**src/rtl/restoring_divider.sv**
```systemverilog
// Sequential unsigned restoring divider: 10-bit dividend / 5-bit divisor, one quotient bit
// per clock, using the 5-bit serial word protocol (start, data_in, data_out, done).
// Optional divide-by-zero short-cut and err flag enabled by defining DIVZERO_CHK_EN.
module restoring_divider (
  input  logic       clk_i,
  input  logic       rst_i,
  input  logic       start_i,
  input  logic [4:0] data_in_i,
  output logic       done_o,
  output logic [4:0] data_out_o
`ifdef DIVZERO_CHK_EN
  ,
  output logic       err_o
`endif
);

  typedef enum logic [3:0] {
    StIdle, StStart, StLdHi, StLdLo, StLdDv, StCalc, StOutQh, StOutQl, StOutRem
  } state_e;

  state_e      state_q, state_d;
  logic [9:0]  dvd_q, dvd_d;    // dividend, shifted left MSB-first during CALC
  logic [4:0]  dvs_q, dvs_d;
  logic [9:0]  quot_q, quot_d;
  // After each step R < divisor <= 31, so 5 stored bits hold the partial remainder exactly.
  logic [4:0]  r_q, r_d;
  logic [3:0]  cnt_q, cnt_d;
  logic [5:0]  r_prime;
  logic [4:0]  r_sub;
  logic        r_ge;
`ifdef DIVZERO_CHK_EN
  logic        divz_q, divz_d;
`endif

  assign r_prime = {r_q, dvd_q[9]};
  assign r_ge    = (r_prime >= {1'b0, dvs_q});
  // True difference is < 32 whenever r_ge holds, so 5-bit arithmetic is exact.
  assign r_sub   = r_prime[4:0] - dvs_q;

  // Next-state logic for the control FSM.
  always_comb begin
    state_d = state_q;
    unique case (state_q)
      StIdle:   if (start_i) state_d = StStart;
      StStart:  if (!start_i) state_d = StLdHi;
      StLdHi:   state_d = StLdLo;
      StLdLo:   state_d = StLdDv;
      StLdDv: begin
        state_d = StCalc;
`ifdef DIVZERO_CHK_EN
        if (data_in_i == 5'd0) state_d = StOutQh;
`endif
      end
      StCalc:   if (cnt_q == 4'd9) state_d = StOutQh;
      StOutQh:  state_d = StOutQl;
      StOutQl:  state_d = StOutRem;
      StOutRem: state_d = StIdle;
      default:  state_d = StIdle;
    endcase
  end

  // Datapath next-state: operand capture and one restoring step per CALC cycle.
  always_comb begin
    dvd_d  = dvd_q;
    dvs_d  = dvs_q;
    quot_d = quot_q;
    r_d    = r_q;
    cnt_d  = cnt_q;
`ifdef DIVZERO_CHK_EN
    divz_d = divz_q;
`endif
    case (state_q)
      StLdHi: dvd_d[9:5] = data_in_i;
      StLdLo: dvd_d[4:0] = data_in_i;
      StLdDv: begin
        dvs_d  = data_in_i;
        r_d    = '0;
        cnt_d  = '0;
        quot_d = '0;
`ifdef DIVZERO_CHK_EN
        divz_d = (data_in_i == 5'd0);
        // Same values the full CALC run would produce for a zero divisor.
        if (data_in_i == 5'd0) begin
          quot_d = 10'h3FF;
          r_d    = dvd_q[4:0];
        end
`endif
      end
      StCalc: begin
        r_d    = r_ge ? r_sub : r_prime[4:0];
        quot_d = {quot_q[8:0], r_ge};
        dvd_d  = {dvd_q[8:0], 1'b0};
        cnt_d  = cnt_q + 4'd1;
      end
      default: ;
    endcase
  end

  // State and datapath registers with synchronous active-high reset.
  always_ff @(posedge clk_i) begin
    if (rst_i) begin
      state_q <= StIdle;
      dvd_q   <= '0;
      dvs_q   <= '0;
      quot_q  <= '0;
      r_q     <= '0;
      cnt_q   <= '0;
`ifdef DIVZERO_CHK_EN
      divz_q  <= 1'b0;
`endif
    end else begin
      state_q <= state_d;
      dvd_q   <= dvd_d;
      dvs_q   <= dvs_d;
      quot_q  <= quot_d;
      r_q     <= r_d;
      cnt_q   <= cnt_d;
`ifdef DIVZERO_CHK_EN
      divz_q  <= divz_d;
`endif
    end
  end

  // Outputs decoded from registered state only; no input-to-output path.
  always_comb begin
    done_o     = 1'b0;
    data_out_o = '0;
`ifdef DIVZERO_CHK_EN
    err_o      = 1'b0;
`endif
    case (state_q)
      StOutQh: begin
        done_o     = 1'b1;
        data_out_o = quot_q[9:5];
`ifdef DIVZERO_CHK_EN
        err_o      = divz_q;
`endif
      end
      StOutQl: begin
        data_out_o = quot_q[4:0];
`ifdef DIVZERO_CHK_EN
        err_o      = divz_q;
`endif
      end
      StOutRem: begin
        data_out_o = r_q;
`ifdef DIVZERO_CHK_EN
        err_o      = divz_q;
`endif
      end
      default: ;
    endcase
  end

endmodule

```
**config.mk**
```make
export PLATFORM = sky130hd
export DESIGN_NAME = restoring_divider
export DESIGN_NICKNAME = d
export VERILOG_FILES = /design/src/rtl/restoring_divider.sv
export SDC_FILE = /design/constraint.sdc
export NUM_CORES = 1
export LEC_CHECK = 0
export CORE_ASPECT_RATIO = 0.5
export CORE_MARGIN = 8
export CORE_UTILIZATION = 57
export CTS_CLUSTER_DIAMETER = 50
export DETAILED_ROUTE_END_ITERATION = 16
export GPL_TIMING_DRIVEN = 0
export HOLD_SLACK_MARGIN = 0.12
export PLACE_DENSITY = 0.78
export SLEW_MARGIN = 20
export SYNTH_ARGS = -nofsm -noshare
export SYNTH_HDL_FRONTEND = slang
export SYNTH_SLANG_ARGS = --single-unit
export TNS_END_PERCENT = 20
```
**constraint.sdc**
```tcl
create_clock -name clk_i -period 5.09 [get_ports clk_i]
set_clock_uncertainty 0.05 [all_clocks]
set_input_delay 1.018 -clock clk_i [delete_from_list [all_inputs] [get_ports clk_i]]
set_output_delay 1.018 -clock clk_i [all_outputs]
set_load 0.03 [all_outputs]
```
==> flow_metrics.env <==
export IMPL_p_sw_w=0.000143
export IMPL_p_leak_nw=0.815
export IMPL_synth_top_area_share_pct=39.0
export IMPL_grt_first_pass_wirelength_um=7490
export IMPL_syn_avg_cell_area_um2=8.78
export IMPL_core_um2=3360
export IMPL_io_pins=14
export IMPL_crit_chain="buf_2 > nor4b_2 > a222oi_1 > inv_1 > clkdlybuf4s50_1"
export IMPL_worstSetupEndpointType="output pin"
export IMPL_swShare_pct=23.5
export IMPL_cts_tree="built"
export IMPL_die_w_um=98.7
export IMPL_nFillCells=278
export IMPL_grt_usage_pct=16.5
export IMPL_die_area_um2=5660
export IMPL_postCtsSetupBuffers=0
export IMPL_drt_first_iter_violations=151
export IMPL_setup_violations=0
export IMPL_grt_max_degree=13
export IMPL_crit_start="state_q[3]$_SDFFE_PP0P_"
export IMPL_synth_area_leaders="dfxtp_1 39%, mux2i_1 5.6%, ha_1 4.5%"
export IMPL_rsz0062_at_grt="no"
export IMPL_min_period_over_period_pct=67.7
export IMPL_maxCapViolations=0
export IMPL_min_from="quot_q[9]$_SDFFE_PP0P_"
export IMPL_worst_pin_slew_ns=0.516
export IMPL_p_comb_share_pct=7.3
export IMPL_ctsResizeCount=0
export IMPL_port_buffers=12
export IMPL_max_freq_mhz=290
export IMPL_synth_enable_flop_cells=0
export IMPL_worstSetupPathType="register to output pin"
export IMPL_cp_start_kind="register"
export IMPL_power_density_nw_per_um2=272
export IMPL_slowest_delay_ns=0.66
export IMPL_clkPwrFrac_pct=42.3
export IMPL_fin_crit_ns=3.45
export IMPL_cts_root_buf="clkbuf_8"
export IMPL_synth_seq_cells=38
export IMPL_slew_viol_final=0
export IMPL_setup_ws_ns=1.64
export IMPL_stdcell_count=284
export IMPL_fin_util_pct=66.4
export IMPL_post_dp_hpwl_um=3180
export IMPL_crit_arrival_ns=2.38
export IMPL_ctsHoldBuffers=0
export IMPL_synth_cell_type_count=43
export IMPL_power_frac_seq_pct=50.3
export IMPL_antenna_cells=0
export IMPL_hold_path_class="register to register"
export IMPL_routedWlPerCell_um=15.4
export IMPL_path_max_fanout=10
export IMPL_post_place_ws_ns=1.99
export IMPL_status="finished clean"
export IMPL_drc=0
export IMPL_syn_inst=222
export IMPL_cts_htree_levels=2
export IMPL_cts_made_buffers=5
export IMPL_grt_pass1_vias=1527
export IMPL_vias_per_cell=5.89
export IMPL_path_clk_slew_ns=0.07
export IMPL_synth_cell_area_um2=1950
export IMPL_start_util_pct=58.0
export IMPL_setup_tns_ns=0
export IMPL_synthArstFlopShare_pct=0
export IMPL_overflow=0
export IMPL_postRouteAntennaNets=0
export IMPL_dp_cells=276
export IMPL_p_int_w=0.000464
export IMPL_antenna_found_initial=0
export IMPL_areaGrowthSynthToFinish_pct=14.4
export IMPL_gp_congestion=0.875
export IMPL_drt_total_wl_um=4370
export IMPL_clockBufferDepth=2
export IMPL_rows=15
export IMPL_yosys_warnings=0
export IMPL_r2r_start="dvd_q[9]$_SDFFE_PP0P_"
export IMPL_synth_nets=238
export IMPL_required_ns=4.02
export IMPL_ys_seq_area_share_pct=39.0
export IMPL_synth_ff_type="dfxtp_1"
export IMPL_crit_path_top_delay_cell="clkdlybuf4s50_1"
export IMPL_ir_drop_mv=0.132
export IMPL_finalHoldViolations=0
export IMPL_clock_latency_ns=0.30
export IMPL_num_vias=1672
export IMPL_fin_nets=257
export IMPL_synth_area_leader_cell="dfxtp_1"
export IMPL_dieHeight_um=57.4
export IMPL_slew_limit_headroom_pct=65.6
export IMPL_cts_sinks=38
export IMPL_drive_gt1_share_pct=7.85
export IMPL_first_pass_iters=6
## kinds of logic (layout without fill, tap and decap cells)
family / Yosys count / in the layout / share of synthesized area (%)
AND/OR/NAND/NOR: 84 / 84 / 24.1
multiplexers: 11 / 11 / 5.65
buffers and inverters: 26 / 46 / 5.46
XOR/XNOR: 5 / 5 / 2.25
AO/OA/AOI/OAI: 50 / 50 / 18.0
adder cells (fa/ha/maj): 8 / 8 / 5.52
flip-flops: 38 / 38 / 39.0
## cells in the mapped netlist, types with 4 or more instances
master     count
dfxtp_1       38
a2bb2oi_1      4
clkbuf_1       8
a211oi_1       5
inv_1         13
nor2_1        20
buf_2          4
a22oi_1        5
nor3_1         7
a222oi_1       5
ha_1           7
a21oi_1       16
nand3_1       14
nand2_1       21
mux2i_1       11
## stage by stage
stage          hold slack (ns)  area (um^2)  total power [W]
2_1_floorplan            0.381         1950         0.000341
3_3_place_gp             0.403         2120         0.000354
3_5_place_dp             0.417         2120         0.000356
4_1_cts                  0.423         2230         0.000609
5_1_grt                  0.454         2230         0.000629
6_report                 0.423         2230         0.000606
## placed cells by master (no fill, tap or decap), drive strengths merged, types with 2 or more instances in the layout
cell type	Yosys	layout
or3b	3	3
clkdlybuf4s50	0	12
nor2	20	20
nor3b	5	5
nand2	21	21
dfxtp	38	38
o21ai	5	5
a2bb2oi	4	4
inv	13	13
a21o	2	2
and4b	2	2
nand2b	3	3
nor3	8	8
nor2b	2	2
clkbuf	8	13
a211oi	5	5
buf	5	5
o211ai	2	2
a222oi	5	5
xnor2	2	2
clkinv	0	2
ha	7	7
mux2i	11	11
nor4b	2	2
nand3	14	14
xor2	3	3
a22oi	5	5
a21oi	16	16
## routing by layer
metal	GRT usage, %	vias to the layer above	part of all wire (%)
met4	8.42	0	1.7
met3	4.00	8	5.3
met5	0	-	0
met1	22.4	795	50
met2	23.5	35	43
li1	-	834	-
## registers in the layout, indices dropped and copies added, names as in the netlist
signal / cells
state_q: 4
quot_q: 10
dvd_q: 10
cnt_q: 4
r_q: 5
dvs_q: 5
## final cells by class
cell class              count  area [um^2]  area share [%]
plain buffers              13         57.6            2.58
flip-flops and latches     38          761            34.1
clock inverters             3         40.0            1.79
inverters                  13         48.8            2.19
multi-input cells         158         1080            48.5
well taps                  42         52.6            2.36
clock buffers               5         68.8            3.08
repair buffers             12          120            5.38
## power by group through the flow
stage	logic (W)	registers, W	clock network (W)
global placement	0.0000426	0.000312	0
detailed placement	0.0000436	0.000312	0
finish	0.0000444	0.000305	0.000257
CTS	0.0000441	0.000305	0.000259
floorplan	0.0000300	0.000311	0
global route	0.0000488	0.000306	0.000274
## final timing paths
check	endpoint	slack, ns	depth (start not counted)
worst min-delay path	quot_q[9]$_SDFFE_PP0P_	0.42	2
worst max register to register	r_q[0]$_SDFFE_PP0P_	3.08	8
worst max-delay path	data_out_o[0]	1.64	5
worst min register to register	quot_q[9]$_SDFFE_PP0P_	0.42	2
## worst max-delay path, delay by kind of cell, from the launching register on
family	cells	cell delay [ns]
DFF	1	0.41
buffers and inverters	3	1.02
AOI/OAI and AO/OA	1	0.18
and+or+nand+nor	1	0.46
Note: power is estimated with default switching activity, not from simulation.
